**src/rtl/ctrl_unit_pkg.sv**
```systemverilog
// rtl/ctrl_unit_pkg.sv - shared codes, control-register indices and field positions for ctrl_unit
package ctrl_unit_pkg;

    typedef enum logic [1:0] {
        CTRL_OP_NOP  = 2'd0,
        CTRL_OP_WRCR = 2'd1,
        CTRL_OP_EXRT = 2'd2
    } ctrl_op_e;

    typedef enum logic [2:0] {
        EXP_NO_EXP     = 3'd0,
        EXP_EXT_INT    = 3'd1,
        EXP_UNDEF      = 3'd2,
        EXP_OVFL       = 3'd3,
        EXP_MISS_ALIGN = 3'd4,
        EXP_TRAP       = 3'd5,
        EXP_PRV_VIO    = 3'd6
    } exp_code_e;

    localparam logic [4:0] CREG_STATUS     = 5'd0;
    localparam logic [4:0] CREG_PRE_STATUS = 5'd1;
    localparam logic [4:0] CREG_EPC        = 5'd2;
    localparam logic [4:0] CREG_EXP_VECTOR = 5'd3;
    localparam logic [4:0] CREG_CAUSE      = 5'd4;
    localparam logic [4:0] CREG_INT_MASK   = 5'd5;
    localparam logic [4:0] CREG_IRQ        = 5'd6;

    localparam int STATUS_INT_EN_BIT   = 0;
    localparam int STATUS_EXE_MODE_BIT = 1;
    localparam int CAUSE_DLY_FLAG_BIT  = 3;

    localparam logic [7:0] INT_MASK_RST = 8'hFF;

    // A delay-slot instruction returns to its branch so the branch re-executes
    function automatic logic [29:0] epc_of(input logic [29:0] pc, input logic dly);
        return dly ? pc - 30'd1 : pc;
    endfunction

endpackage

```
**src/rtl/ctrl_regfile.sv**
```systemverilog
// rtl/ctrl_regfile.sv - control-register storage and read mux (IRQ sampling under CTRL_INT_EN)
module ctrl_regfile
    import ctrl_unit_pkg::*;
#(
    parameter logic [29:0] EXP_VECTOR_RST = 30'h0
) (
    input  logic        clk,
    input  logic        reset,
    input  logic        wr_en,
    input  logic [4:0]  wr_addr,
    input  logic [31:0] wr_data,
    input  logic        exp_en,
    input  logic [3:0]  exp_cause,
    input  logic [29:0] exp_epc,
    input  logic        exrt_en,
    input  logic [7:0]  irq,
    input  logic [4:0]  rd_addr,
    output logic [31:0] rd_data,
    output logic [1:0]  status,
    output logic [29:0] epc,
    output logic [29:0] exp_vector,
    output logic [7:0]  int_mask
);

    logic [1:0]  status_q, status_d;
    logic [1:0]  pre_status_q, pre_status_d;
    logic [29:0] epc_q, epc_d;
    logic [29:0] exp_vector_q, exp_vector_d;
    logic [3:0]  cause_q, cause_d;
    logic [7:0]  int_mask_q, int_mask_d;
    logic [7:0]  irq_q;
    logic        unused_bits;

    assign unused_bits = ^wr_data[31:30];

`ifdef CTRL_INT_EN
    // IRQ mirrors the raw request lines one cycle late
    always_ff @(posedge clk or negedge reset) begin
        if (!reset) irq_q <= 8'h00;
        else        irq_q <= irq;
    end
`else
    logic unused_irq;
    assign unused_irq = ^irq;
    assign irq_q      = 8'h00;
`endif

    // Next-state: exception beats return, return beats an ordinary register write
    always_comb begin
        status_d     = status_q;
        pre_status_d = pre_status_q;
        epc_d        = epc_q;
        exp_vector_d = exp_vector_q;
        cause_d      = cause_q;
        int_mask_d   = int_mask_q;
        if (exp_en) begin
            pre_status_d = status_q;
            status_d     = 2'b00;
            cause_d      = exp_cause;
            epc_d        = exp_epc;
        end else if (exrt_en) begin
            status_d = pre_status_q;
        end else if (wr_en) begin
            case (wr_addr)
                CREG_STATUS:     status_d     = wr_data[1:0];
                CREG_PRE_STATUS: pre_status_d = wr_data[1:0];
                CREG_EPC:        epc_d        = wr_data[29:0];
                CREG_EXP_VECTOR: exp_vector_d = wr_data[29:0];
                CREG_CAUSE:      cause_d      = wr_data[3:0];
                CREG_INT_MASK:   int_mask_d   = wr_data[7:0];
                default:         ;
            endcase
        end
    end

    // Register storage with asynchronous reset
    always_ff @(posedge clk or negedge reset) begin
        if (!reset) begin
            status_q     <= 2'b00;
            pre_status_q <= 2'b00;
            epc_q        <= 30'h0;
            exp_vector_q <= EXP_VECTOR_RST;
            cause_q      <= 4'h0;
            int_mask_q   <= INT_MASK_RST;
        end else begin
            status_q     <= status_d;
            pre_status_q <= pre_status_d;
            epc_q        <= epc_d;
            exp_vector_q <= exp_vector_d;
            cause_q      <= cause_d;
            int_mask_q   <= int_mask_d;
        end
    end

    // Combinational read port; a same-cycle write is not forwarded
    always_comb begin
        rd_data = 32'h0;
        case (rd_addr)
            CREG_STATUS:     rd_data = {30'h0, status_q};
            CREG_PRE_STATUS: rd_data = {30'h0, pre_status_q};
            CREG_EPC:        rd_data = {2'b00, epc_q};
            CREG_EXP_VECTOR: rd_data = {2'b00, exp_vector_q};
            CREG_CAUSE:      rd_data = {28'h0, cause_q};
            CREG_INT_MASK:   rd_data = {24'h0, int_mask_q};
            CREG_IRQ:        rd_data = {24'h0, irq_q};
            default:         rd_data = 32'h0;
        endcase
    end

    assign status     = status_q;
    assign epc        = epc_q;
    assign exp_vector = exp_vector_q;
    assign int_mask   = int_mask_q;

endmodule

```
**src/rtl/ctrl_unit.sv**
```systemverilog
// rtl/ctrl_unit.sv - commit-side control unit: exceptions, EXRT, WRCR, stall/flush and redirect (CTRL_INT_EN adds interrupts)
module ctrl_unit
    import ctrl_unit_pkg::*;
#(
    parameter logic [29:0] EXP_VECTOR_RST = 30'h0
) (
    input  logic        clk,
    input  logic        reset,
    input  logic [29:0] mem_pc,
    input  logic        mem_en,
    input  logic        mem_br_flag,
    input  logic [1:0]  mem_ctrl_op,
    input  logic [4:0]  mem_dst_addr,
    input  logic        mem_gpr_we_,
    input  logic [2:0]  mem_exp_code,
    input  logic [31:0] mem_out,
    input  logic        if_busy,
    input  logic        ld_busy,
    input  logic [4:0]  creg_rd_addr,
    output logic [31:0] creg_rd_data,
    output logic        exe_mode,
    output logic        if_stall,
    output logic        id_stall,
    output logic        ex_stall,
    output logic        mem_stall,
    output logic        if_flush,
    output logic        id_flush,
    output logic        ex_flush,
    output logic        mem_flush,
    output logic [29:0] new_pc,
    input  logic [7:0]  irq
);

    logic [1:0]  status;
    logic [29:0] epc;
    logic [29:0] exp_vector;
    logic [7:0]  int_mask;
    logic        stall_all;
    logic        commit;
    logic        take_exp;
    logic        take_exrt;
    logic        take_wrcr;
    logic        flush;
    logic [2:0]  exp_code;
    logic [3:0]  exp_cause;
    logic [29:0] exp_epc;
    logic        int_pend_q;
    logic        unused_ok;

    // GPR write enable belongs to the writeback path, not to this unit
    assign unused_ok = ^{mem_gpr_we_, int_mask, status[STATUS_INT_EN_BIT]};

`ifdef CTRL_INT_EN
    logic int_pend_d;

    // Pending interrupt: any unmasked request while interrupts are enabled
    always_comb begin
        int_pend_d = (|(irq & ~int_mask)) & status[STATUS_INT_EN_BIT];
    end

    // Registered so the interrupt decision never sits on the irq input path
    always_ff @(posedge clk or negedge reset) begin
        if (!reset) int_pend_q <= 1'b0;
        else        int_pend_q <= int_pend_d;
    end
`else
    assign int_pend_q = 1'b0;
`endif

    // Commit decision with priority exception > EXRT > WRCR
    always_comb begin
        stall_all = if_busy | ld_busy;
        commit    = !stall_all && mem_en;
        take_exp  = commit && ((mem_exp_code != EXP_NO_EXP) || int_pend_q);
        take_exrt = commit && !take_exp && (mem_ctrl_op == CTRL_OP_EXRT);
        take_wrcr = commit && !take_exp && !take_exrt && (mem_ctrl_op == CTRL_OP_WRCR);
        flush     = take_exp || take_exrt;
        // An interrupt rides on a clean bundle, so its own code is NO_EXP
        exp_code  = (mem_exp_code != EXP_NO_EXP) ? mem_exp_code : EXP_EXT_INT;
        exp_cause = 4'h0;
        exp_cause[CAUSE_DLY_FLAG_BIT] = mem_br_flag;
        exp_cause[2:0] = exp_code;
        exp_epc   = epc_of(mem_pc, mem_br_flag);
    end

    // Redirect target is only meaningful while flush is asserted
    always_comb begin
        new_pc = 30'h0;
        if (take_exp)       new_pc = exp_vector;
        else if (take_exrt) new_pc = epc;
    end

    assign if_stall  = stall_all;
    assign id_stall  = stall_all;
    assign ex_stall  = stall_all;
    assign mem_stall = stall_all;
    assign if_flush  = flush;
    assign id_flush  = flush;
    assign ex_flush  = flush;
    assign mem_flush = flush;
    assign exe_mode  = status[STATUS_EXE_MODE_BIT];

    ctrl_regfile #(
        .EXP_VECTOR_RST (EXP_VECTOR_RST)
    ) u_regfile (
        .clk        (clk),
        .reset      (reset),
        .wr_en      (take_wrcr),
        .wr_addr    (mem_dst_addr),
        .wr_data    (mem_out),
        .exp_en     (take_exp),
        .exp_cause  (exp_cause),
        .exp_epc    (exp_epc),
        .exrt_en    (take_exrt),
        .irq        (irq),
        .rd_addr    (creg_rd_addr),
        .rd_data    (creg_rd_data),
        .status     (status),
        .epc        (epc),
        .exp_vector (exp_vector),
        .int_mask   (int_mask)
    );

endmodule

```
**config.mk**
```make
export PLATFORM = sky130hd
export DESIGN_NAME = ctrl_unit
export DESIGN_NICKNAME = d
export VERILOG_FILES = /design/src/rtl/ctrl_unit_pkg.sv /design/src/rtl/ctrl_regfile.sv /design/src/rtl/ctrl_unit.sv
export SDC_FILE = /design/constraint.sdc
export NUM_CORES = 1
export LEC_CHECK = 0
export ABC_CLOCK_PERIOD_IN_PS = 2400
export CAP_MARGIN = 20
export CELL_PAD_IN_SITES_DETAIL_PLACEMENT = 1
export CELL_PAD_IN_SITES_GLOBAL_PLACEMENT = 1
export CORE_UTILIZATION = 35
export DETAILED_ROUTE_END_ITERATION = 10
export PLACE_DENSITY = 0.79
export SETUP_SLACK_MARGIN = 0.3
export SKIP_LAST_GASP = 1
export SLEW_MARGIN = 20
export SYNTH_ARGS = -nofsm -noshare
export SYNTH_HDL_FRONTEND = slang
export SYNTH_HIERARCHICAL = 1
export SYNTH_SLANG_ARGS = --single-unit
```
**constraint.sdc**
```tcl
create_clock -name clk -period 2.4 [get_ports clk]
set_clock_uncertainty 0.1 [all_clocks]
set_input_delay 0.48 -clock clk [delete_from_list [all_inputs] [get_ports clk]]
set_output_delay 0.48 -clock clk [all_outputs]
set_load 0.01 [all_outputs]
```
==> run_results.csv, run 1 <==
group,metric,value,unit
clocking,root_buffer,"clkbuf_16",
run_status,outcome,"finished with violations",
clocking,htree_levels,3,
clocking,cts_buffers,9,
critical_path,crit_cells,9,
global_routing,antenna_found_initial,0,
critical_path,rrSetupSlack,1270,ps
critical_path,path_cells,"buf_8, nor4b_4, buf_4, buf_6, and2_4, buf_12, buf_12, a22o_1, buf_2",
critical_path,arrival,2040,ps
placement,place.detailed.hpwl,13320,um
route,first_iter_violations,600,
timing,setup_violations,124,
timing,fin_setup_tns,-9954,ps
critical_path,rr_endpoint,"u_regfile/epc[28]",
critical_path,crit_top_cell,"buf_12",
global_routing,grt_max_degree,77,
synth,ys_types,54,
synth,syn_area_per_cell,9.949,um^2
synth,ys.warnings.count,6,
timing,worst_pin_slew,546.3,ps
global_routing,overflow,0,
route,vias_per_cell,6.688,
critical_path,endpoint,"creg_rd_data[17]",
critical_path,required,1820,ps
critical_path,reg2reg_depth,2,
layout,nNetsFinal,853,
critical_path,cp_top_family,"buffers and inverters",
layout,drive_above_1_share,50.65,%
min_path,hold_path_class,"primary input to async pin",
timing,period_needed,2621,ps
critical_path,setup.worst_path.start_class,"primary input",
route,routed-via-count,6313,
placement,port_buffers,149,
global_routing,grt_use_total,37.70,%
route,drc,0,
critical_path,crit_buf_inv,6,
clocking,ctsHoldBuffers,0,
synth,seq_area_frac_synth,37.39,%
route,ant_nets,0,
power_and_ir_drop,powerDensity,451.0,mW/mm^2
synth,synth_enable_flop_cells,0,
layout,areaGrowthSynthToFinish,77.93,%
layout,post_layout_nonfiller_instances,944,
critical_path,crit_start,"creg_rd_addr[3]",
global_routing,grt_pass1_vias,6495,
floorplanning,row_count,43,
placement,globalplace.congestion,0.7882,
floorplanning,initial_core_util,36.42,%
placement,dp_cells,869,
clocking,clk_pin_slew,70,ps
layout,antenna_cells,0,
clocking,clock_path_buffers,2,
timing,slew_violations,0,
route,wirelength,31140,um
power_and_ir_drop,max-vdd-ir-drop,0.3036,mV
floorplanning,io-pin-count,163,
floorplanning,die_h,122.9,um
route,wl_per_cell,32.99,um
power_and_ir_drop,p_leak,0.004038,uW
floorplanning,core,0.01404,mm^2
critical_path,rr_startpoint,"u_regfile/epc[28]",
timing,clock.fmax,381.6,MHz
run,maxCapViolations,0,
critical_path,crit_type,"primary input to output pin",
timing,rsz0062_at_grt,"true",
timing,finalHoldWorstSlack,38.32,ps
critical_path,slowest_delay,280,ps
critical_path,crit_fanout,8,
clocking,clock_sinks,76,
clocking,clock_latency,360,ps
layout,final_util,64.80,%
run_status,violations,"negative setup slack",
synth,syn_inst,514,
critical_path,slowest_stage,"a22o_1",
synth,async_flop_share,100.0,%
timing,fin_ws,-220.8,ps
timing,max-slew-margin-rel,63.27,%
clocking,tritoncts,"yes",
synth,syn_area,0.005114,mm^2
floorplanning,dieArea,0.01510,mm^2
power_and_ir_drop,total_power,4104,uW
timing,finalCritPeriodShare,109.2,%
synth,yosys_most_used_dff,"dfrtp_1",
floorplanning,die_w,122.9,um
critical_path,critPathCaptureType,"output pin",
timing,hold_violations,0,
route,dr.pass1.iters,5,
global_routing,grt_pass1_wl,40780,um
synth,synth_seq_cells,76,
[where the power goes]
group          internal [uW]  switching, uW
clock network            967            611
logic                    461            484
registers               1400            179
[layer usage]
| layer | track usage [%] | routed length, um | share of wire, % |
|---|---|---|---|
| met4 | 25.76 | 2262 | 7.3 |
| met3 | 10.73 | 3142 | 10 |
| met1 | 42.31 | 10710 | 34 |
| met2 | 61.87 | 15020 | 48 |
| met5 | 0 | 0 | 0 |
[repair_timing]
| action | in CTS | in global routing |
|---|---|---|
| pin swaps | 87 | 35 |
| gates resized for setup | 450 | 78 |
| gates cloned | 19 | 0 |
| setup buffers | 27 | 14 |
| setup endpoints to repair | 144 | 140 |
[layout by cell type (no fill, tap or decap), drive strengths merged, types with 7 or more instances in the layout]
cell type | netlist | routed
buf | 28 | 212
dfrtp | 68 | 68
clkdlybuf4s50 | 0 | 60
a22o | 52 | 52
nor2b | 44 | 44
mux2 | 39 | 39
o21ai | 38 | 38
a21oi | 36 | 36
a41oi | 27 | 27
xor2 | 25 | 25
nor2 | 14 | 14
clkbuf | 26 | 13
nor4 | 12 | 12
a31oi | 10 | 10
a221o | 8 | 8
dfstp | 8 | 8
inv | 6 | 7
nor3 | 7 | 7
[how the worst min path moves through the flow]
stage	start	end	slack, ps	cells after the start
6_report	reset	u_regfile/exp_vector[14]	40	2
5_1_grt	reset	u_regfile/exp_vector[14]	70	2
4_1_cts	reset	u_regfile/exp_vector[5]	70	2
3_5_place_dp	u_regfile/exp_vector[22]	u_regfile/exp_vector[22]	430	1
3_3_place_gp	u_regfile/exp_vector[29]	u_regfile/exp_vector[29]	410	1
2_1_floorplan	reset	u_regfile/cause_q[0]	80	0
[synthesized netlist by cell type, types with 6 or more instances]
| library cell | instances | area, um^2 |
|---|---|---|
| a41oi_1 | 27 | 236.5 |
| clkbuf_1 | 23 | 86.33 |
| a31oi_1 | 10 | 62.56 |
| dfstp_2 | 8 | 210.2 |
| buf_4 | 12 | 90.09 |
| o21ai_1 | 9 | 45.04 |
| a221o_1 | 8 | 80.08 |
| nor4_1 | 6 | 37.54 |
| o21ai_0 | 29 | 145.1 |
| a22o_1 | 52 | 455.4 |
| nor3_1 | 7 | 35.03 |
| nor2_1 | 14 | 52.55 |
| buf_2 | 15 | 75.07 |
| mux2_2 | 38 | 427.9 |
| a21oi_1 | 36 | 180.2 |
| dfrtp_1 | 68 | 1702 |
| inv_1 | 6 | 22.52 |
| xor2_1 | 25 | 219.0 |
| nor2b_1 | 44 | 275.3 |
[flip-flops by register name, indices dropped and copies added (netlist names)]
signal	flops
u_regfile/cause_q	4
u_regfile/epc	30
u_regfile/exp_vector	30
u_regfile/int_mask	8
u_regfile/pre_status_q	2
u_regfile/status	2
[layout make-up]
cell class,count,area (um^2)
Multi-Input combinational cell,378,3578
Clock inverter,3,68.82
Inverter,7,26.28
Sequential cell,76,1912
Timing Repair Buffer,288,3032
Tap cell,180,225.2
Clock buffer,12,256.5
Fill cell,1422,4943
[metrics by stage]
step | worst slack [ps] | instance area (um^2)
6_report | -220.8 | 9099
5_1_grt | -229.2 | 9099
4_1_cts | -49.09 | 8636
3_5_place_dp | -879.5 | 7288
3_3_place_gp | -706.4 | 7288
2_1_floorplan | 257.5 | 5215
[kinds of logic after synthesis]
| logic type | synth area share [%] |
|---|---|
| AO/OA/AOI/OAI | 24.54 |
| XOR/XNOR | 4.967 |
| adder cells (fa/ha/maj) | 0.2446 |
| buffers and inverters | 5.945 |
| flip-flops | 37.39 |
| multiplexers | 9.567 |
| other | 0.07333 |
| AND/OR/NAND/NOR | 17.27 |
No activity file was read; power rests on OpenSTA's default activity.
==> run 2: changes to the inputs <==
Settings changed: PLACE_DENSITY 0.79 to 0.8, SYNTH_HIERARCHICAL 1 to default.
==> run 2 against run 1 <==
Compared with the run above:
- the run still ends with negative setup slack left
- worst hold slack better by 360 ps
- clock power is 8% higher
- synthesized cell count is 2.9% lower
- non-clock buffer count grew 7
- die area is 3.8% lower
==> run_results.csv, run 2 <==
group,metric,value,unit
run_status,outcome,"finished with violations",
synth,syn_area,0.004916,mm^2
global_routing,antenna_found_initial,0,
synth,synth_enable_flop_cells,0,
global_routing,grtUsageMet1,37.94,%
critical_path,endpoint,"new_pc[21]",
layout,nFillCells,1403,
global_routing,met3_usage,6.745,%
min_path,hold_path_class,"primary input to register",
route,first_iter_violations,463,
synth,ys.warnings.count,0,
route,wl_per_cell,29.45,um
critical_path,rr_endpoint,"u_regfile.epc[27]",
floorplanning,io-pin-count,163,
critical_path,rrSetupSlack,1330,ps
floorplanning,row_count,42,
placement,dp_slack,-1010,ps
timing,finalHoldWorstSlack,398.9,ps
critical_path,crit_top_cell,"buf_6",
critical_path,required,1820,ps
critical_path,crit_start,"mem_exp_code[0]",
power_and_ir_drop,seqPwrFrac,37.4,%
global_routing,grt_pass1_wl,35000,um
synth,synth_most_common_cell,"dfrtp_1",
synth,synthTopCellsByArea,"dfrtp_1, mux2_2, a22o_1, mux2i_1, dfstp_2",
power_and_ir_drop,p_sw,1238,uW
placement,place.detailed.hpwl,13710,um
synth,netlist_top_cells_count,"dfrtp_1, nand2_1, nand3_1",
timing,finalCritPeriodShare,110.5,%
route,drc,0,
timing,clock.fmax,377.1,MHz
power_and_ir_drop,switching_share,30.30,%
layout,nNetsFinal,854,
layout,areaGrowthSynthToFinish,81.52,%
clocking,htree_levels,3,
global_routing,grt_pass1_vias,6016,
floorplanning,core,0.01345,mm^2
power_and_ir_drop,powerDensity,457.9,mW/mm^2
route,ant_nets,0,
global_routing,grt_max_degree,45,
floorplanning,die_h,120.5,um
floorplanning,die_w,120.5,um
run_status,violations,"negative setup slack",
clocking,root_buffer,"clkbuf_16",
floorplanning,dieArea,0.01452,mm^2
critical_path,crit_fanout,6,
power_and_ir_drop,p_comb_share,20.7,%
critical_path,setup.worst_path.start_class,"primary input",
layout,drive_above_1_share,50.26,%
clocking,clock_sinks,76,
synth,ys_types,55,
critical_path,reg2reg_depth,2,
route,dr.pass1.iters,5,
synth,netlist.area_leader.share,34.61,%
route,routed-via-count,5820,
global_routing,overflow,0,
floorplanning,initial_core_util,36.54,%
critical_path,slowest_stage,"or3_4",
critical_path,crit_type,"primary input to output pin",
power_and_ir_drop,p_leak,0.003995,uW
clocking,cts_buffers,9,
timing,slew_violations,0,
clocking,clk_pin_slew,70,ps
run,maxCapViolations,0,
power_and_ir_drop,clock_power_share,41.9,%
synth,synth_seq_cells,76,
layout,final_common_cell,"buf_6",
clocking,tritoncts,"yes",
critical_path,crit_buf_inv,5,
placement,port_buffers,149,
placement,globalplace.congestion,0.8534,
clocking,clock_latency,360,ps
layout,antenna_cells,0,
global_routing,grt_use_total,32.61,%
route,wirelength,27740,um
critical_path,cp_top_family,"simple AND/OR/NAND/NOR gates",
synth,async_flop_share,100.0,%
synth,syn_inst,499,
power_and_ir_drop,p_int,2848,uW
timing,period_needed,2652,ps
synth,yosys_most_used_dff,"dfrtp_1",
critical_path,crit_cells,9,
critical_path,path_cells,"buf_6, or3_4, nor2_4, and3_4, buf_6, buf_12, buf_6, a22o_1, buf_2",
layout,final_cell_mix,"buf_6, buf_4, dfrtp_1",
critical_path,rr_startpoint,"u_regfile.epc[27]",
route,vias_per_cell,6.178,
global_routing,use_met2,55.57,%
synth,seq_area_frac_synth,38.89,%
timing,setup_violations,43,
clocking,clock_path_buffers,2,
critical_path,critPathCaptureType,"output pin",
synth,syn_area_per_cell,9.852,um^2
critical_path,arrival,2070,ps
critical_path,slowest_delay,410,ps
synth,synth.largest_area_cell,"dfrtp_1",
power_and_ir_drop,max-vdd-ir-drop,0.4101,mV
timing,hold_violations,0,
global_routing,top_usage_layer,"met2",
timing,rsz0062_at_grt,"true",
timing,fin_ws,-252.0,ps
[run 2: layout make-up]
class	count	area, um^2	area share [%]
clock inverter	6	118.9	1.332
clock buffer	10	239.0	2.678
tap	176	220.2	2.468
inverter	4	15.01	0.1683
multi-input combinational	375	3343	37.46
timing repair buffer	295	3075	34.46
sequential	76	1912	21.42
[run 2: cell families after synthesis]
logic type	after synthesis	synth area share (%)
other	1	0.07628
flip-flops	76	38.89
AND/OR/NAND/NOR	183	20.57
AO/OA/AOI/OAI	93	14.99
buffers and inverters	49	5.294
multiplexers	69	15.12
XOR/XNOR	27	4.810
adder cells (fa/ha/maj)	1	0.2545
[run 2: how the worst min path moves through the flow]
| stage | from | slack [ps] | depth (start not counted) | endpoint |
|---|---|---|---|---|
| 2_1_floorplan | reset | 80 | 0 | u_regfile.cause_q[0] |
| 3_3_place_gp | reset | 330 | 1 | u_regfile.exp_vector[3] |
| 3_5_place_dp | reset | 340 | 1 | u_regfile.exp_vector[4] |
| 4_1_cts | mem_exp_code[1] | 360 | 3 | u_regfile.cause_q[1] |
| 5_1_grt | mem_exp_code[1] | 400 | 3 | u_regfile.cause_q[1] |
| 6_report | mem_exp_code[1] | 400 | 3 | u_regfile.cause_q[1] |
[run 2: per-layer routing]
metal / wire length (um) / part of all wire (%) / vias up
met1: 10640 / 38 / 2975
met2: 13440 / 48 / 347
met3: 1870 / 6.7 / 128
li1: - / - / 2370
met5: 0 / 0 / -
met4: 1783 / 6.4 / 0
[run 2: what timing repair did]
item / in CTS / in global routing
cloned: 10 / 1
pin swaps: 35 / 46
hold endpoints to repair: 23 / 0
buffers inserted: 45 / 20
setup endpoints to repair: 144 / 144
gates resized for setup: 433 / 93
hold buffers: 1 / 0
[run 2: tightest hold or removal path, delay by kind of cell]
kind	cells	cell delay, ps
AOI/OAI and AO/OA	2	260
buffers and inverters	1	80
[run 2: power groups by stage]
| stage | clock [uW] | combinational (uW) | sequential (uW) |
|---|---|---|---|
| global route | 1750 | 882 | 1530 |
| detailed placement | 0 | 673 | 1520 |
| finish | 1710 | 846 | 1530 |
| floorplan | 0 | 319 | 1470 |
| global placement | 0 | 637 | 1510 |
| CTS | 1650 | 731 | 1500 |
[run 2: metrics by stage]
stage          instances  util, %  area (um^2)  TNS (ps)  power [uW]
2_1_floorplan        500        -         5216         0        1793
3_3_place_gp         849    53.55         7204    -62340        2148
3_5_place_dp         849    53.55         7204    -71330        2190
4_1_cts              921    62.41         8396     -1924        3884
5_1_grt              942    66.33         8924     -6014        4169
6_report             942    66.33         8924     -5193        4086
==> run 3: changes to the inputs <==
Settings changed: RECOVER_POWER from default to 100.
==> run 3 against run 2 <==
Compared with the run above:
- the flow still finishes with violations (negative setup slack)
- sequential share of layout area rose by 0.81 points
- fmax fell by 0.12%
- register-to-register slack barely moved
- sequential cell count did not move
- cell area fell by 3.6%
- largest cell class unchanged
==> run_results.csv, run 3 (synthesis results as in run 2) <==
group,metric,value,unit
timing,slew_violations,0,
layout,final_util,63.92,%
clocking,clock_latency,360,ps
route,wirelength,27670,um
timing,clock.fmax,376.6,MHz
run_status,outcome,"finished with violations",
layout,nNetsFinal,854,
critical_path,setup.worst_path.start_class,"primary input",
critical_path,crit_fanout,6,
critical_path,required,1820,ps
power_and_ir_drop,total_power,4062,uW
layout,areaGrowthSynthToFinish,74.93,%
placement,port_buffers,149,
layout,final_cell_mix,"buf_6, dfrtp_1, buf_4",
clocking,clock_sinks,76,
floorplanning,row_count,42,
timing,rsz0062_at_grt,"true",
placement,globalplace.congestion,0.8534,
floorplanning,die_w,120.5,um
route,wl_per_cell,29.38,um
route,routed-via-count,5796,
clocking,cts_buffers,9,
timing,finalHoldWorstSlack,438.7,ps
clocking,tritoncts,"yes",
floorplanning,core,0.01345,mm^2
min_path,hold_path_class,"register to register",
clocking,htree_levels,3,
critical_path,critPathCaptureType,"output pin",
layout,drive_above_1_share,47.91,%
critical_path,arrival,2080,ps
timing,fin_setup_tns,-7025,ps
route,drc,0,
timing,finalCritPeriodShare,110.6,%
layout,final_common_cell,"buf_6",
power_and_ir_drop,powerDensity,472.4,mW/mm^2
timing,setup_violations,78,
timing,max-slew-margin-rel,45.18,%
timing,period_needed,2655,ps
run_status,violations,"negative setup slack",
floorplanning,dieArea,0.01452,mm^2
power_and_ir_drop,p_leak,0.003890,uW
route,ant_nets,0,
clocking,root_buffer,"clkbuf_16",
floorplanning,die_h,120.5,um
global_routing,grt_use_total,32.61,%
route,vias_per_cell,6.153,
clocking,clock_path_buffers,2,
layout,nFillCells,1440,
run,maxCapViolations,0,
power_and_ir_drop,max-vdd-ir-drop,0.4080,mV
route,first_iter_violations,457,
global_routing,antenna_found_initial,0,
global_routing,grt_pass1_vias,6016,
timing,worst_pin_slew,822.3,ps
timing,fin_ws,-255.3,ps
route,dr.pass1.iters,5,
layout,antenna_cells,0,
global_routing,grt_pass1_wl,35000,um
floorplanning,initial_core_util,36.54,%
timing,hold_violations,0,
global_routing,grt_max_degree,45,
global_routing,overflow,0,
critical_path,crit_type,"primary input to output pin",
clocking,clk_pin_slew,70,ps
placement,place.detailed.hpwl,13710,um
floorplanning,io-pin-count,163,
## run 3: repair_timing
action / in CTS / in global routing
setup endpoints to repair: 144 / 144
pin swaps: 35 / 46
setup buffers: 45 / 20
resized for setup: 433 / 93
hold buffers: 1 / 0
hold endpoints to repair: 23 / 0
gates cloned: 10 / 1
## run 3: path summary, 6_finish.rpt
kind                                                from                  endpoint  slack [ps]  depth (start not counted)
min in group asynchronous                          reset   u_regfile.exp_vector[4]         650                          2
worst max register to register         u_regfile.epc[27]         u_regfile.epc[27]        1340                          2
worst max-delay path                     mem_exp_code[0]                new_pc[21]        -260                          9
max in group asynchronous                          reset  u_regfile.exp_vector[16]         230                          3
worst min register to register  u_regfile.exp_vector[27]  u_regfile.exp_vector[27]         440                          1
worst min-delay path            u_regfile.exp_vector[27]  u_regfile.exp_vector[27]         440                          1
## run 3: routing by layer
metal  vias to the layer above  share of wire [%]  track usage (%)  wire length (um)
met5                         -                  0                0                 0
met1                      2943                 38            37.94             10440
met3                       129                7.3            6.745              2030
li1                       2366                  -                -                 -
met4                         0                6.5            18.75              1807
met2                       358                 48            55.57             13400
## run 3: metrics by stage
step	setup WS (ps)	cell area, um^2	cells
6_report	-255.3	8600	942
5_1_grt	-267.7	8600	942
4_1_cts	-110.7	8396	921
3_5_place_dp	-1010	7204	849
3_3_place_gp	-874.2	7204	849
2_1_floorplan	139.1	5216	500
## run 3: critical path: stages
cell and delay, ps:
buf_6 100, or3_4 410, nor2_4 130, and3_4 240
buf_6 110, buf_12 110, buf_6 130, a22o_1 190
buf_2 170
## run 3: cell type report
class | instances | area (um^2) | area share (%)
Clock inverter | 6 | 118.9 | 1.382
Inverter | 4 | 15.01 | 0.1746
Clock buffer | 10 | 239.0 | 2.779
Timing Repair Buffer | 295 | 2814 | 32.72
Multi-Input combinational cell | 375 | 3281 | 38.15
Tap cell | 176 | 220.2 | 2.561
Sequential cell | 76 | 1912 | 22.23
## run 3: where the power goes
part / internal [uW] / switching (uW)
clock network: 1060 / 646
logic: 387 / 442
registers: 1390 / 137
